## config.mk

```make
export PLATFORM = sky130hd
export DESIGN_NAME = data_ram_port
export DESIGN_NICKNAME = d
export VERILOG_FILES = /design/src/rtl/data_ram_port.sv
export SDC_FILE = /design/constraint.sdc
export NUM_CORES = 1
export LEC_CHECK = 0
export BUFFER_PORTS_ARGS = -buffer_cell sky130_fd_sc_hd__buf_2
export CELL_PAD_IN_SITES_DETAIL_PLACEMENT = 1
export CELL_PAD_IN_SITES_GLOBAL_PLACEMENT = 1
export CORE_MARGIN = 4
export CORE_UTILIZATION = 31
export CTS_CLUSTER_DIAMETER = 120
export DETAILED_ROUTE_END_ITERATION = 6
export HOLD_SLACK_MARGIN = 0.12
export PLACE_DENSITY_LB_ADDON = 0.1
export SLEW_MARGIN = 10
export SYNTH_ARGS = -nofsm -noshare
export SYNTH_HDL_FRONTEND = slang
export SYNTH_SLANG_ARGS = --single-unit
export TNS_END_PERCENT = 50
```

## constraint.sdc

```tcl
create_clock -name clk -period 1.7 [get_ports clk]
set_input_delay 0 -clock clk [delete_from_list [all_inputs] [get_ports clk]]
set_output_delay 0 -clock clk [all_outputs]
set_load 0.05 [all_outputs]
```

## src/rtl/data_ram_port.sv

```systemverilog
// rtl/data_ram_port.sv - single-outstanding load/store requester for the data RAM
// Strobes the RAM for one cycle, then waits (bounded) for dataReady on loads.
module data_ram_port #(
   parameter int width   = 8,
   parameter int length  = 8,
   parameter int timeout = 4
) (
   input  logic              clk,
   input  logic              clr,
   input  logic              reqValid,
   output logic              reqReady,
   input  logic              reqWrite,
   input  logic              reqIndirect,
   input  logic [length-1:0] reqAddr,
   input  logic [width-1:0]  reqData,
   output logic              respValid,
   output logic [width-1:0]  respData,
   output logic              respError,
   output logic              ramReadEnable,
   output logic              ramWriteEnable,
   output logic              ramIndirect,
   output logic [length-1:0] ramReadAddr,
   output logic [length-1:0] ramWriteAddr,
   output logic [width-1:0]  ramWriteData,
   input  logic              ramDataReady,
   input  logic [width-1:0]  ramReadData
);

   localparam int CW = (timeout > 1) ? $clog2(timeout) : 1;

   typedef enum logic [2:0] {IDLE, WRITE, READ, WAIT, RESP} state_t;

   state_t            r_state;
   logic [CW-1:0]     r_count;
   logic              r_read_en;
   logic              r_write_en;
   logic              r_indirect;
   logic              r_resp_valid;
   logic              r_resp_error;
   logic [width-1:0]  r_resp_data;
   logic [length-1:0] r_addr;
   logic [width-1:0]  r_wdata;

   always_ff @(posedge clk or negedge clr) begin
      if (!clr) begin
         r_state      <= IDLE;
         r_count      <= '0;
         r_read_en    <= 1'b0;
         r_write_en   <= 1'b0;
         r_indirect   <= 1'b0;
         r_resp_valid <= 1'b0;
         r_resp_error <= 1'b0;
         r_resp_data  <= '0;
         r_addr       <= '0;
         r_wdata      <= '0;
      end else begin
         // strobes default low so each one lasts exactly the cycle it was set for
         r_read_en    <= 1'b0;
         r_write_en   <= 1'b0;
         r_indirect   <= 1'b0;
         r_resp_valid <= 1'b0;
         case (r_state)
            IDLE: begin
               if (reqValid) begin
                  r_addr  <= reqAddr;
                  r_wdata <= reqData;
                  if (reqWrite) begin
                     r_state    <= WRITE;
                     r_write_en <= 1'b1;
                  end else begin
                     r_state    <= READ;
                     r_read_en  <= 1'b1;
                     r_indirect <= reqIndirect;
                  end
               end
            end
            WRITE: begin
               r_state      <= RESP;
               r_resp_valid <= 1'b1;
               r_resp_error <= 1'b0;
            end
            READ: begin
               r_count <= '0;
               r_state <= WAIT;
            end
            WAIT: begin
               // ready takes priority over a timeout expiring on the same edge
               if (ramDataReady) begin
                  r_resp_data  <= ramReadData;
                  r_resp_error <= 1'b0;
                  r_resp_valid <= 1'b1;
                  r_state      <= RESP;
               end else if (r_count == CW'(timeout - 1)) begin
                  r_resp_data  <= '0;
                  r_resp_error <= 1'b1;
                  r_resp_valid <= 1'b1;
                  r_state      <= RESP;
               end else begin
                  r_count <= r_count + CW'(1);
               end
            end
            RESP: begin
               r_state <= IDLE;
            end
            default: begin
               r_state <= IDLE;
            end
         endcase
      end
   end

   assign reqReady       = (r_state == IDLE);
   assign respValid      = r_resp_valid;
   assign respData       = r_resp_data;
   assign respError      = r_resp_error;
   assign ramReadEnable  = r_read_en;
   assign ramWriteEnable = r_write_en;
   assign ramIndirect    = r_indirect;
   assign ramReadAddr    = r_addr;
   assign ramWriteAddr   = r_addr;
   assign ramWriteData   = r_wdata;

endmodule

```

==> results.cfg <==
[sta]
maxSlewViolCount = 0
hold_violations = 0
rsz0062_at_grt = no
setup_viol = 0
fin_skew_ns = 0.00616
max_slew_margin_pct = 49.8
tightest_slew_ns = 0.753
finalCritPeriodShare_pct = 87.2
setup_ws_ns = 0.218
fmax_ghz = 0.675
final.setup.tns_ns = 0
whs_ns = 0.328
min_period_ns = 1.48

[run_status]
status = finished, final reports clean

[clock_network]
htreeDepth = 2
cts_setup_buffers = 0
clockRootBuffer = clkbuf_8
cts_buffers = 5
clock-sinks = 34
clkLatencyLatePin_ns = 0.28
cts_tree = yes
clk_pin_slew_ns = 0.06
clk_path_buf_depth = 2

[worst_setup_path]
cp.required_ns = 1.86
crit_end = ramReadAddr[7]
startpoint_type = flip-flop
crit_fanout = 18
crit_type = flip-flop to flip-flop
r2r_slack_ns = 0.22
worst_setup_path_end_kind = flip-flop
ff2ff_path_depth = 3
reg2reg_to = ramReadAddr[7]
worstPathArrival_ns = 1.64
r2r_start = r_state[2]
critPathLaunch = r_state[2]

[floorplanning]
fp.dieH_um = 75.1
die_width_um = 75.1
top_level_ports = 68
die_area_um2 = 5650
fp.coreArea_um2 = 4350
initial_core_util_pct = 32.1
rows = 24

[yosys]
async_flop_share_pct = 100
yosysMostFrequentCell = dfrtp_1
synth.avg_cell_area_um2 = 13.6
yosysTopAreaCell = dfrtp_1
synth-edff-count = 0
synthMuxAreaShare_pct = 12.9
ys_types = 23
synth_commonest_cells = dfrtp_1 (34), mux2_2 (16), a22o_1 (8), buf_4 (8), nand2_1 (6)
synth_xor_area_share_pct = 0
synth_top_family_by_area = multiplexers
yosys_warnings = 0
synth_ff_type = dfrtp_1
yosys-top-cells-area = dfrtp_1 (61%), mux2_2 (13%), a22o_1 (5.0%)
ys_ff_latch = 34
netlist.area_leader.share_pct = 60.9
yosysSeqAreaShare_pct = 60.9
synth_fp_nets = 134
synthAdderAreaFrac_pct = 0.895
syn_area_um2 = 1400
synthSimpleGateAreaFrac_pct = 9.94
synth_compound_area_share_pct = 8.95
synthCells = 103

[drt]
drt-initial-drc-count = 28
wl_um = 3660
routedWlPerCell_um = 14.8
drt_pass1_iterations = 3
vias = 1134
vias_per_cell = 4.57
drc = 0
ant_nets = 0

[global_route]
overflow = 0
grt_pass1_vias = 1188
grt_pass1_wl_um = 5630
grt_usage_pct = 13.5
grt_max_degree = 35
antenna_found_initial = 0

[job]
cap_violations = 0

[final_layout]
finish.utilization_pct = 48.4
n_antenna_cell = 0
nNetsFinal = 227
syn_to_final_growth_pct = 50.9
drive_gt1_share_pct = 47.4

[min_path]
hold_class = primary input to asynchronous set/reset pin

[placement]
hpwl_um = 2550
gp_congestion = 0.754
io_buffers = 67
pre_cts_slack_ns = 0.207
-- worst min path at each step --
stage | to | from | cells after the start
floorplan | r_count[0] | clr | 0
global placement | ramWriteData[7] | clr | 1
detailed placement | ramWriteData[5] | clr | 1
CTS | r_state[0] | reqValid | 4
global route | respData[6] | clr | 2
finish | ramWriteData[5] | clr | 2
-- placed cells by master, fill, tap and decap left out, types with 2 or more instances in the layout --
master	Yosys	routed
dlygate4sd3_1	0	29
a21boi_0	2	2
nand2_1	6	6
clkbuf_1	1	2
and2_1	2	2
buf_4	8	2
dfrtp_1	34	34
mux2_2	16	16
a21oi_1	4	4
o211ai_1	2	2
a22o_1	8	8
nor2b_1	4	4
buf_2	3	67
nand2b_1	3	3
clkbuf_8	0	5
-- registers in the layout, summed over array words and instances (netlist names) --
signal          count
respData            8
ramIndirect         1
r_count             2
respValid           1
respError           1
ramReadEnable       1
ramWriteData        8
r_state             3
ramReadAddr         8
ramWriteEnable      1
-- final cells by class --
cell class	count	area [µm²]
fillers	484	2240
flip-flops and latches	34	851
repair buffers	99	661
multi-input cells	56	457
clock buffers	7	76.3
well taps	52	65.1
-- metal layers --
metal	vias to the layer above	track usage, %	routed length [µm]
met4	0	5.83	60
li1	535	-	-
met5	-	0	0
met2	41	24.6	1930
met1	552	14.5	1430
met3	6	4.14	240
-- metrics by stage --
stage                     instances  area [µm²]
after floorplan                 103        1400
after global placement          212        1740
after detailed placement        212        1740
after CTS                       247        2100
after global routing            248        2110
final                           248        2110
-- what timing repair did --
action / in CTS / in global routing
endpoints found under the hold margin: 64 / 1
hold buffers: 28 / 1
gates resized for setup: 0 / 0
-- cell families after synthesis --
family	after synthesis
mux	16
compound gates	17
flops	34
simple gates	22
buf+inv	13
fa+ha+maj	1
-- critical path, stage by stage, from the launching register on --
cell	delay, ns
dfrtp_1	0.46
nor4b_4	0.36
buf_12	0.19
mux2_2	0.35
Power is left out: the tool's default activity adds up to more than one toggle a clock period on the data nets, which glitch-free logic cannot reach.
